--- config.mk ---
export PLATFORM = sky130hd
export DESIGN_NAME = ml_conv_engine_mc_flat
export DESIGN_NICKNAME = d
export VERILOG_FILES = /design/src/rtl/ml_acc_pkg.sv /design/src/rtl/ml_conv_engine_mc_if.sv /design/src/rtl/ml_mac_pipe.sv /design/src/rtl/ml_conv_engine_mc.sv /design/src/flat_wrapper.sv
export SDC_FILE = /design/constraint.sdc
export NUM_CORES = 2
export LEC_CHECK = 0
export ABC_AREA = 1
export BUFFER_PORTS_ARGS = -buffer_cell sky130_fd_sc_hd__clkbuf_2
export CORE_MARGIN = 5
export CORE_UTILIZATION = 35
export CTS_BUF_LIST = sky130_fd_sc_hd__clkbuf_2
export CTS_CLUSTER_SIZE = 8
export DETAILED_ROUTE_END_ITERATION = 7
export SLEW_MARGIN = 0
export SYNTH_ARGS = -nofsm -noshare
export SYNTH_HDL_FRONTEND = slang
export SYNTH_SLANG_ARGS = --single-unit
--- constraint.sdc ---
create_clock -name ACLK -period 20.7 [get_ports ACLK]
set_input_delay 2.07 -clock ACLK [delete_from_list [all_inputs] [get_ports ACLK]]
set_output_delay 2.07 -clock ACLK [all_outputs]
set_load 0.01 [all_outputs]
--- src/rtl/ml_acc_pkg.sv ---
// Shared constants, FSM state codes and the saturation helper for the ml_acc engines.
package ml_acc_pkg;

  typedef logic [2:0] state_t;

  localparam state_t ST_IDLE  = 3'd0;
  localparam state_t ST_CHECK = 3'd1;
  localparam state_t ST_READ  = 3'd2;
  localparam state_t ST_DRAIN = 3'd3;
  localparam state_t ST_WRITE = 3'd4;
  localparam state_t ST_FIN   = 3'd5;

  localparam logic [15:0] STATUS_MAGIC = 16'hD00D;
  localparam int BRAM_RD_LAT = 1;
  // Product register plus the BRAM return stage must both empty before WRITE.
  localparam int DRAIN_CYC   = BRAM_RD_LAT + 1;
  localparam int SAT_W       = 128;

  // Clamp a signed value into the range of a w-bit signed number.
  function automatic logic signed [SAT_W-1:0] saturate(input logic signed [SAT_W-1:0] v,
                                                       input int unsigned w);
    logic [SAT_W-1:0] one;
    logic signed [SAT_W-1:0] hi;
    logic signed [SAT_W-1:0] lo;
    one    = '0;
    one[0] = 1'b1;
    hi     = (one << (w - 1)) - one;
    lo     = ~hi;
    if (v > hi)      saturate = hi;
    else if (v < lo) saturate = lo;
    else             saturate = v;
  endfunction

endpackage

--- src/rtl/ml_conv_engine_mc_if.sv ---
// BRAM-side bus of the conv engine: weight/input read ports and the OutAct write port.
interface ml_conv_engine_mc_if #(
  parameter int DATA_W = 32,
  parameter int ADDR_W = 12
);
  logic [ADDR_W-1:0] w_addr;
  logic              w_en;
  logic [DATA_W-1:0] w_dout;
  logic [ADDR_W-1:0] x_addr;
  logic              x_en;
  logic [DATA_W-1:0] x_dout;
  logic [ADDR_W-1:0] o_addr;
  logic              o_we;
  logic [DATA_W-1:0] o_din;

  // No backpressure: reads return data one cycle after *_en, writes land on the o_we cycle.
  modport master (output w_addr, w_en, x_addr, x_en, o_addr, o_we, o_din,
                  input  w_dout, x_dout);
  modport slave  (input  w_addr, w_en, x_addr, x_en, o_addr, o_we, o_din,
                  output w_dout, x_dout);
endinterface

--- src/rtl/ml_mac_pipe.sv ---
// Multiply stage and accumulator of the conv engine; clear has priority over accumulate.
module ml_mac_pipe #(
  parameter int DATA_W = 32,
  parameter int ACC_W  = 70
) (
  input  logic                     clk,
  input  logic                     rst,
  input  logic                     clear,
  input  logic                     in_valid,
  input  logic signed [DATA_W-1:0] a,
  input  logic signed [DATA_W-1:0] b,
  output logic signed [ACC_W-1:0]  acc
);

  logic signed [2*DATA_W-1:0] a_x;
  logic signed [2*DATA_W-1:0] b_x;
  logic signed [2*DATA_W-1:0] prod;
  logic                       prod_vld;

  always_comb begin
    a_x = {{DATA_W{a[DATA_W-1]}}, a};
    b_x = {{DATA_W{b[DATA_W-1]}}, b};
  end

  always_ff @(posedge clk) begin
    if (rst) begin
      prod     <= '0;
      prod_vld <= 1'b0;
      acc      <= '0;
    end else begin
      prod_vld <= in_valid;
      if (in_valid) prod <= a_x * b_x;
      if (clear)         acc <= '0;
      else if (prod_vld) acc <= acc + {{(ACC_W-2*DATA_W){prod[2*DATA_W-1]}}, prod};
    end
  end

endmodule

--- src/rtl/ml_conv_engine_mc.sv ---
// Multi-channel dot-product engine: per channel, stream len taps through the MAC,
// then shift/saturate/ReLU the accumulator into one OutAct word.
module ml_conv_engine_mc
  import ml_acc_pkg::*;
#(
  parameter int DATA_W  = 32,
  parameter int MAX_LEN = 64,
  parameter int MAX_CH  = 16,
  parameter int ADDR_W  = 12,
  parameter int ACC_W   = 2*DATA_W + $clog2(MAX_LEN),
  parameter int LEN_W   = $clog2(MAX_LEN+1),
  parameter int CH_W    = $clog2(MAX_CH+1)
) (
  input  logic             ACLK,
  input  logic             ARESET,
  input  logic             start,
  input  logic [LEN_W-1:0] cfg_len,
  input  logic [CH_W-1:0]  cfg_num_ch,
  input  logic [5:0]       cfg_shift,
  input  logic             cfg_relu,
  ml_conv_engine_mc_if.master bram,
  output logic             busy,
  output logic             done,
  output logic [31:0]      status,
  output state_t           dbg_state
);

  state_t            state;
  logic [LEN_W-1:0]  len_q;
  logic [CH_W-1:0]   nch_q;
  logic [5:0]        shift_q;
  logic              relu_q;
  logic [LEN_W-1:0]  k;
  logic [CH_W-1:0]   ch;
  logic [ADDR_W-1:0] base;
  logic              cfg_err;
  logic              done_sticky;
  logic              rd_vld;
  logic              cfg_bad;

  logic signed [ACC_W-1:0]  acc;
  logic signed [ACC_W-1:0]  shifted;
  logic signed [SAT_W-1:0]  sat;
  logic        [DATA_W-1:0] result;

  assign cfg_bad = (len_q == '0) || (32'(len_q) > MAX_LEN) ||
                   (nch_q == '0) || (32'(nch_q) > MAX_CH);

  always_ff @(posedge ACLK) begin
    if (ARESET) begin
      state       <= ST_IDLE;
      len_q       <= '0;
      nch_q       <= '0;
      shift_q     <= '0;
      relu_q      <= 1'b0;
      k           <= '0;
      ch          <= '0;
      base        <= '0;
      cfg_err     <= 1'b0;
      done_sticky <= 1'b0;
      rd_vld      <= 1'b0;
    end else begin
      rd_vld <= (state == ST_READ);
      case (state)
        ST_IDLE: if (start) begin
          len_q   <= cfg_len;
          nch_q   <= cfg_num_ch;
          shift_q <= cfg_shift;
          relu_q  <= cfg_relu;
          state   <= ST_CHECK;
        end
        ST_CHECK: begin
          k    <= '0;
          ch   <= '0;
          base <= '0;
          if (cfg_bad) begin
            cfg_err <= 1'b1;
            state   <= ST_FIN;
          end else begin
            cfg_err     <= 1'b0;
            done_sticky <= 1'b0;
            state       <= ST_READ;
          end
        end
        ST_READ: begin
          if (k == len_q - LEN_W'(1)) begin
            k     <= '0;
            state <= ST_DRAIN;
          end else begin
            k <= k + LEN_W'(1);
          end
        end
        // k doubles as the drain cycle counter.
        ST_DRAIN: begin
          if (k == LEN_W'(DRAIN_CYC-1)) begin
            k     <= '0;
            state <= ST_WRITE;
          end else begin
            k <= k + LEN_W'(1);
          end
        end
        ST_WRITE: begin
          ch    <= ch + CH_W'(1);
          base  <= base + ADDR_W'(len_q);
          state <= ((ch + CH_W'(1)) < nch_q) ? ST_READ : ST_FIN;
        end
        ST_FIN: begin
          done_sticky <= 1'b1;
          state       <= ST_IDLE;
        end
        default: state <= ST_IDLE;
      endcase
    end
  end

  ml_mac_pipe #(.DATA_W(DATA_W), .ACC_W(ACC_W)) u_mac (
    .clk      (ACLK),
    .rst      (ARESET),
    .clear    ((state == ST_READ) && (k == '0)),
    .in_valid (rd_vld),
    .a        (bram.x_dout),
    .b        (bram.w_dout),
    .acc      (acc)
  );

  always_comb begin
    shifted = acc >>> shift_q;
    sat     = saturate({{(SAT_W-ACC_W){shifted[ACC_W-1]}}, shifted}, DATA_W);
    result  = sat[DATA_W-1:0];
    if (relu_q && result[DATA_W-1]) result = '0;
  end

  always_comb begin
    bram.x_en   = (state == ST_READ);
    bram.w_en   = (state == ST_READ);
    bram.x_addr = bram.x_en ? ADDR_W'(k) : '0;
    bram.w_addr = bram.w_en ? base + ADDR_W'(k) : '0;
    bram.o_we   = (state == ST_WRITE);
    bram.o_addr = bram.o_we ? ADDR_W'(ch) : '0;
    bram.o_din  = bram.o_we ? result : '0;
  end

  assign busy      = (state != ST_IDLE);
  assign done      = (state == ST_FIN);
  assign status    = {STATUS_MAGIC, 8'(ch), 5'b0, cfg_err, done_sticky, busy};
  assign dbg_state = state;

endmodule

--- src/flat_wrapper.sv ---
// flat-port wrapper written by rule: the top's interface ports become plain ports
module ml_conv_engine_mc_flat import ml_acc_pkg::*;
#(
  parameter int DATA_W  = 32,
  parameter int MAX_LEN = 64,
  parameter int MAX_CH  = 16,
  parameter int ADDR_W  = 12,
  parameter int ACC_W   = 2*DATA_W + $clog2(MAX_LEN),
  parameter int LEN_W   = $clog2(MAX_LEN+1),
  parameter int CH_W    = $clog2(MAX_CH+1)
)
  (ACLK, ARESET, start, cfg_len, cfg_num_ch, cfg_shift, cfg_relu, busy, done, status, dbg_state, bram_w_addr, bram_w_en, bram_x_addr, bram_x_en, bram_o_addr, bram_o_we, bram_o_din, bram_w_dout, bram_x_dout);
  ml_conv_engine_mc_if #(.DATA_W(DATA_W), .ADDR_W(ADDR_W)) bram_i ();
  input  logic ACLK;
  input  logic ARESET;
  input  logic start;
  input  logic [LEN_W-1:0] cfg_len;
  input  logic [CH_W-1:0] cfg_num_ch;
  input  logic [5:0] cfg_shift;
  input  logic cfg_relu;
  output logic busy;
  output logic done;
  output logic [31:0] status;
  output state_t dbg_state;
  output wire logic [$bits(bram_i.w_addr)-1:0] bram_w_addr;
  output wire logic [$bits(bram_i.w_en)-1:0] bram_w_en;
  output wire logic [$bits(bram_i.x_addr)-1:0] bram_x_addr;
  output wire logic [$bits(bram_i.x_en)-1:0] bram_x_en;
  output wire logic [$bits(bram_i.o_addr)-1:0] bram_o_addr;
  output wire logic [$bits(bram_i.o_we)-1:0] bram_o_we;
  output wire logic [$bits(bram_i.o_din)-1:0] bram_o_din;
  input wire logic [$bits(bram_i.w_dout)-1:0] bram_w_dout;
  input wire logic [$bits(bram_i.x_dout)-1:0] bram_x_dout;
  assign bram_w_addr = bram_i.w_addr;
  assign bram_w_en = bram_i.w_en;
  assign bram_x_addr = bram_i.x_addr;
  assign bram_x_en = bram_i.x_en;
  assign bram_o_addr = bram_i.o_addr;
  assign bram_o_we = bram_i.o_we;
  assign bram_o_din = bram_i.o_din;
  assign bram_i.w_dout = bram_w_dout;
  assign bram_i.x_dout = bram_x_dout;
  ml_conv_engine_mc #(.DATA_W(DATA_W), .MAX_LEN(MAX_LEN), .MAX_CH(MAX_CH), .ADDR_W(ADDR_W), .ACC_W(ACC_W), .LEN_W(LEN_W), .CH_W(CH_W)) u_core (.ACLK(ACLK), .ARESET(ARESET), .start(start), .cfg_len(cfg_len), .cfg_num_ch(cfg_num_ch), .cfg_shift(cfg_shift), .cfg_relu(cfg_relu), .bram(bram_i), .busy(busy), .done(done), .status(status), .dbg_state(dbg_state));
endmodule
# Yosys cells after proc, flatten, opt, wreduce, memory -nomap -nowiden

Index checks and enable logic that the tools add are counted.

Add/sub/neg operators: 6
$mul: 1
Magnitude comparators: 5
Eq/ne operators: 11
Shifts and indexed selects: 1
Multiplexer cells: 21
Reduce and logical (&&, ||, !) cells: 17

Operator list:

| cell                                                 | number |
|---|---|
| two-way mux 32 bit                                   | 4 |
| adder 70 bit                                         | 1 |
| > comparator 70 x 32 -> 1 bit, second input constant | 1 |
| < comparator 70 x 32 -> 1 bit, second input constant | 1 |
| >>> shifter 70 x 6 -> 70 bit                         | 1 |
| multiplier 32 x 32 -> 64 bit                         | 1 |
| adder 12 x 7 -> 12 bit                               | 2 |
| case mux 12 bit (2 select lines)                     | 1 |
| two-way mux 7 bit                                    | 3 |
| case mux 7 bit (3 select lines)                      | 1 |
| two-way mux 3 bit                                    | 5 |
| case mux 3 bit (5 select lines)                      | 1 |
| zero test 7 bit                                      | 2 |
| two-way mux 12 bit                                   | 1 |
| case mux 5 bit (2 select lines)                      | 1 |
| adder 7 x 1 -> 7 bit, second input constant          | 1 |
| equality test 7 x 1 -> 1 bit, second input constant  | 1 |
| equality test 7 bit                                  | 1 |
| > comparator 7 bit, second input constant            | 1 |
| subtractor 7 x 1 -> 7 bit, second input constant     | 1 |
| equality test 3 x 2 -> 1 bit, second input constant  | 2 |
| equality test 3 bit, second input constant           | 2 |
| nonzero test 3 bit                                   | 2 |
| adder 5 x 1 -> 5 bit, second input constant          | 1 |
| other kinds (16)                                     | 24 |

Flip-flop bits (word level): 184
Input bits: 86
Output and inout port bits: 108
Word-level logic and storage cells: 76

# Longest topological paths before layout

Depth after elaboration: 7
Depth in mapped cells: 34
Gate-level depth less buffers: 33

# Cells and area by module

Synthesis repeated with hierarchy kept, for this count alone.

Cell total of the unflattened synthesis: 8,170
Area, all modules: 57,131.0 um2

Modules (own cells, without submodules):

| module            | times used | cells an instance | area each (um2) | sequential area each (um2) |
|---|---|---|---|---|
| ml_mac_pipe       | 1          | 6,631             | 48,748.0        | 2,702.6 |
| ml_conv_engine_mc | 1          | 1,539             | 8,383.0         | 980.9 |

# Worst setup path after synthesis

OpenSTA, ideal clock, no wires.

Path type: input -> register
Start: in bram_x_dout[31]
End: reg u_core.u_mac.prod[61]
Setup time: 0.115 ns
Data arrival time: 8.908 ns
Data required time: 20.585 ns
Setup slack: 11.676 ns
Stages: 26
Buffers on the path: 1
Cells stage by stage: clkbuf_1 -> nand2_1 -> inv_1 -> fa_1 -> inv_1 -> fa_1 -> inv_1 -> fa_1 -> fa_1 -> inv_1 -> fa_1 -> inv_1 -> fa_1 -> inv_1 -> fa_1 -> inv_1 -> fa_1 -> ha_1 -> a21oi_1 -> inv_1 -> a21oi_1 -> o21ai_0 -> a221oi_1 -> a21oi_1 -> o21ai_0 -> inv_1

Longest elaborated chain between the ends: 1

Ends and longest elaborated chain:

| element                      | RTL line           | RTL |
|---|---|---|
| start, declared              | flat_wrapper.sv:33 | `input wire logic [$bits(bram_i.x_dout)-1:0] bram_x_dout;` |
| multiplier 32 x 32 -> 64 bit | ml_mac_pipe.sv:32  | `if (in_valid) prod <= a_x * b_x;` |
| end signal, assigned         | ml_mac_pipe.sv:32  |  |
| end, declared                | ml_mac_pipe.sv:17  | `logic signed [2*DATA_W-1:0] prod;` |

Every way passes these cells.
A chain may end at the register's enable or synchronous reset.

# Final worst setup path

Start: in bram_w_dout[5]
End: reg u_core.u_mac.prod[55]

Longest elaborated chain between the ends: 1

Ends and longest elaborated chain:

| element                      | RTL line           | RTL |
|---|---|---|
| start, declared              | flat_wrapper.sv:32 | `input wire logic [$bits(bram_i.w_dout)-1:0] bram_w_dout;` |
| multiplier 32 x 32 -> 64 bit | ml_mac_pipe.sv:32  |  |

Every way passes these cells.

==> results.sh <==
export IMPL_finalHoldViolations=0
export IMPL_wirelength_um=180000
export IMPL_die_x_um=408
export IMPL_cts_resized=0
export IMPL_synth_seq_cells=184
export IMPL_dp_cells=9702
export IMPL_status="finished clean"
export IMPL_dpl_cell_area_um2=57700
export IMPL_instances_no_fill=9745
export IMPL_tritoncts="built"
export IMPL_syn_cell_area_um2=55400
export IMPL_holdBufCountCts=0
export IMPL_via_per_inst=5.04
export IMPL_cts_num_sinks=184
export IMPL_num_vias=49100
export IMPL_seq_area_um2=3690
export IMPL_holdWs_ns=0.499
export IMPL_cp_start_kind="input pin"
export IMPL_skew_ns=0.110
export IMPL_tightest_slew_ns=1.17
export IMPL_n_fill_cell=17000
export IMPL_postRouteAntennaNets=0
export IMPL_drc=0
export IMPL_ios=194
export IMPL_wire_per_inst_um=18.4
export IMPL_critical_path_slowest_cell="fa_1"
export IMPL_rsz0062_at_grt="false"
export IMPL_async_flop_share_pct=0
export IMPL_grt_pass1_wl_um=288000
export IMPL_synth_cell_types=48
export IMPL_overflow=0
export IMPL_slew_violations=0
export IMPL_nets=9097
export IMPL_core_area_um2=158000
export IMPL_htree_levels=4
export IMPL_drive_gt1_share_pct=3.82
export IMPL_max_freq_mhz=107
export IMPL_design_area_um2=58000
export IMPL_slew_headroom_pct=21.8
export IMPL_finalSetupTns_ns=0
export IMPL_grt_max_degree=95
export IMPL_drtPass1Iterations=6
export IMPL_critPathTopFamily="adder cells"
export IMPL_portBuffers=157
export IMPL_ys_seq_area_share_pct=6.65
export IMPL_rows=146
export IMPL_synth_area_per_cell_um2=7.14
export IMPL_cp_max_fo=32
export IMPL_netlist_instances=7757
export IMPL_worstPathRequired_ns=21.83
export IMPL_drt_iter0_drc=4046
export IMPL_endpoint_kind="flip-flop"
export IMPL_antenna_found_initial=5
export IMPL_regToRegSetupSlack_ns=16.31
export IMPL_cp_common_cell="inv_1"
export IMPL_place_congestion=0.954
export IMPL_setup_viol=0
export IMPL_clkTransAtPathRegs_ns=0.38
export IMPL_area_growth_pct=4.68
export IMPL_maxCapViolCount=0
export IMPL_grt_usage_pct=21.7
export IMPL_yosysWarnings=0
export IMPL_period_needed_ns=9.31
export IMPL_worst_path_buf_inv=11
export IMPL_ys_flop_type="dfxtp_1"
export IMPL_cts_setup_buffers=0
export IMPL_grt_pass1_vias=50800
export IMPL_crit_path_max_incr_delay_ns=0.91
export IMPL_die_y_um=408
export IMPL_hpwl_um=147000
export IMPL_clock_latency_ns=1.15
export IMPL_crit_arrival_ns=10.44
export IMPL_setup_worst_path_class="in -> reg"
export IMPL_synth_edff_count=0
export IMPL_dieArea_um2=166000
export IMPL_cts_buffers=17
export IMPL_period_share_pct=45.0
export IMPL_start_util_pct=35.1
export IMPL_clock_root_buffer="clkbuf_2"
export IMPL_clockBufferDepth=2
export IMPL_hold_class="reg -> reg"
export IMPL_multi_input_area_um2=43000
==> layout by cell type, fill, tap and decap left out, drive strengths merged, types with 11 or more instances in the layout <==
cell type	n
a21boi	16
ha	277
buf	62
o211ai	38
clkbuf	174
xor2	60
nor4	11
o21ai	368
nor3	42
nor2	555
mux2i	17
inv	1925
clkinv	11
dfxtp	184
xnor2	37
o21a	18
a21o	28
nand3	406
a21oi	323
nand4	30
diode	11
fa	1085
o21bai	25
or2	16
a31oi	29
o221ai	12
conb	36
nand2	1831
==> worst paths after layout <==
kind / startpoint / to / depth (start not counted)
setup / recovery: bram_w_dout[5] / u_core.u_mac.prod[55] / 29
setup reg to reg: u_core.u_mac.prod[0] / u_core.u_mac.acc[64] / 15
hold reg to reg: u_core.done_sticky / u_core.done_sticky / 2
hold / removal: u_core.done_sticky / u_core.done_sticky / 2
==> worst register-to-register path, delay by kind of cell (launching register included) <==
kind | cells | cell delay (ns)
fa+ha+maj | 2 | 0.79
buf+inv | 3 | 0.40
simple gates | 5 | 1.04
compound gates | 5 | 1.54
flops | 1 | 0.50
==> cells by family after synthesis <==
kind of cell,count (synthesis),share of synthesized area (%)
AOI/OAI and AO/OA,896,9.03
xor gates and xnor gates,97,1.53
muxes,17,0.307
buffers and inverters,2302,16.1
and+or+nand+nor,2897,20.9
DFF,184,6.65
other,2,0.0136
adders and majority gates,1362,45.5
==> stage by stage <==
step / setup slack, ns / util [%]
3_3_place_gp: 10.20 / 36.6
2_1_floorplan: 11.68 / -
3_5_place_dp: 10.15 / 36.6
4_1_cts: 11.43 / 36.7
5_1_grt: 10.90 / 36.7
6_report: 11.39 / 36.7
==> layer usage <==
metal / wire length, µm / vias to the layer above / part of all wire [%] / GRT usage (%)
met1: 77400 / 24300 / 43 / 29.3
met3: 10800 / 308 / 6.0 / 2.22
met4: 5780 / 0 / 3.2 / 6.50
met5: 0 / - / 0 / 0
li1: - / 22700 / - / -
met2: 85700 / 1718 / 48 / 36.9
==> sequential cells by signal, summed over array words and instances, names as in the netlist <==
signal / cells
u_core.u_mac.acc: 70
u_core.u_mac.prod: 64
u_core.base: 12
u_core.k: 7
u_core.len_q: 7
u_core.shift_q: 6
u_core.ch: 5
u_core.nch_q: 5
u_core.dbg_state: 3
u_core.cfg_err: 1
u_core.done_sticky: 1
u_core.rd_vld: 1
u_core.relu_q: 1
u_core.u_mac.prod_vld: 1
==> layout make-up <==
cell class,instances,share of cell area (%)
multi-input cells,5305,74.1
well taps,2072,4.47
diodes,11,0.0475
clock buffers,17,0.147
flip-flops and latches,184,6.37
repair buffers,219,2.16
inverters,1922,12.4
clock inverters,15,0.276
==> synth_stat cells (3+ instances only) <==
| cell type | number | area share [%] |
|---|---|---|
| o22ai_1 | 5 | 0.056 |
| a31o_2 | 9 | 0.14 |
| o221ai_1 | 12 | 0.19 |
| ha_1 | 277 | 6.3 |
| inv_2 | 4 | 0.027 |
| or2_2 | 16 | 0.18 |
| dfxtp_1 | 184 | 6.6 |
| xor2_1 | 60 | 0.95 |
| buf_1 | 26 | 0.18 |
| inv_1 | 1914 | 13 |
| a31oi_1 | 29 | 0.33 |
| clkbuf_1 | 276 | 1.9 |
| a221oi_1 | 7 | 0.11 |
| o21ai_0 | 362 | 3.3 |
| a211oi_1 | 7 | 0.095 |
| buf_4 | 50 | 0.68 |
| fa_1 | 1085 | 39 |
| buf_2 | 23 | 0.21 |
| buf_6 | 5 | 0.10 |
| nor3_1 | 42 | 0.38 |
| nor4_1 | 11 | 0.12 |
| o211ai_1 | 38 | 0.51 |
| nand4_1 | 30 | 0.34 |
| a21boi_0 | 14 | 0.19 |
| o21ai_1 | 6 | 0.054 |
| xnor2_1 | 37 | 0.58 |
| nand3_1 | 406 | 3.7 |
| a21oi_1 | 323 | 2.9 |
| and3_1 | 3 | 0.034 |
| o21bai_1 | 25 | 0.34 |
| nor2_1 | 555 | 3.8 |
| a21o_1 | 28 | 0.38 |
| o21a_1 | 18 | 0.24 |
| mux2i_1 | 17 | 0.31 |
| nand2_1 | 1829 | 12 |
| clkinv_1 | 4 | 0.027 |
Power is left out: the tool's default activity adds up to more than one toggle a clock period on the data nets, which glitch-free logic cannot reach.
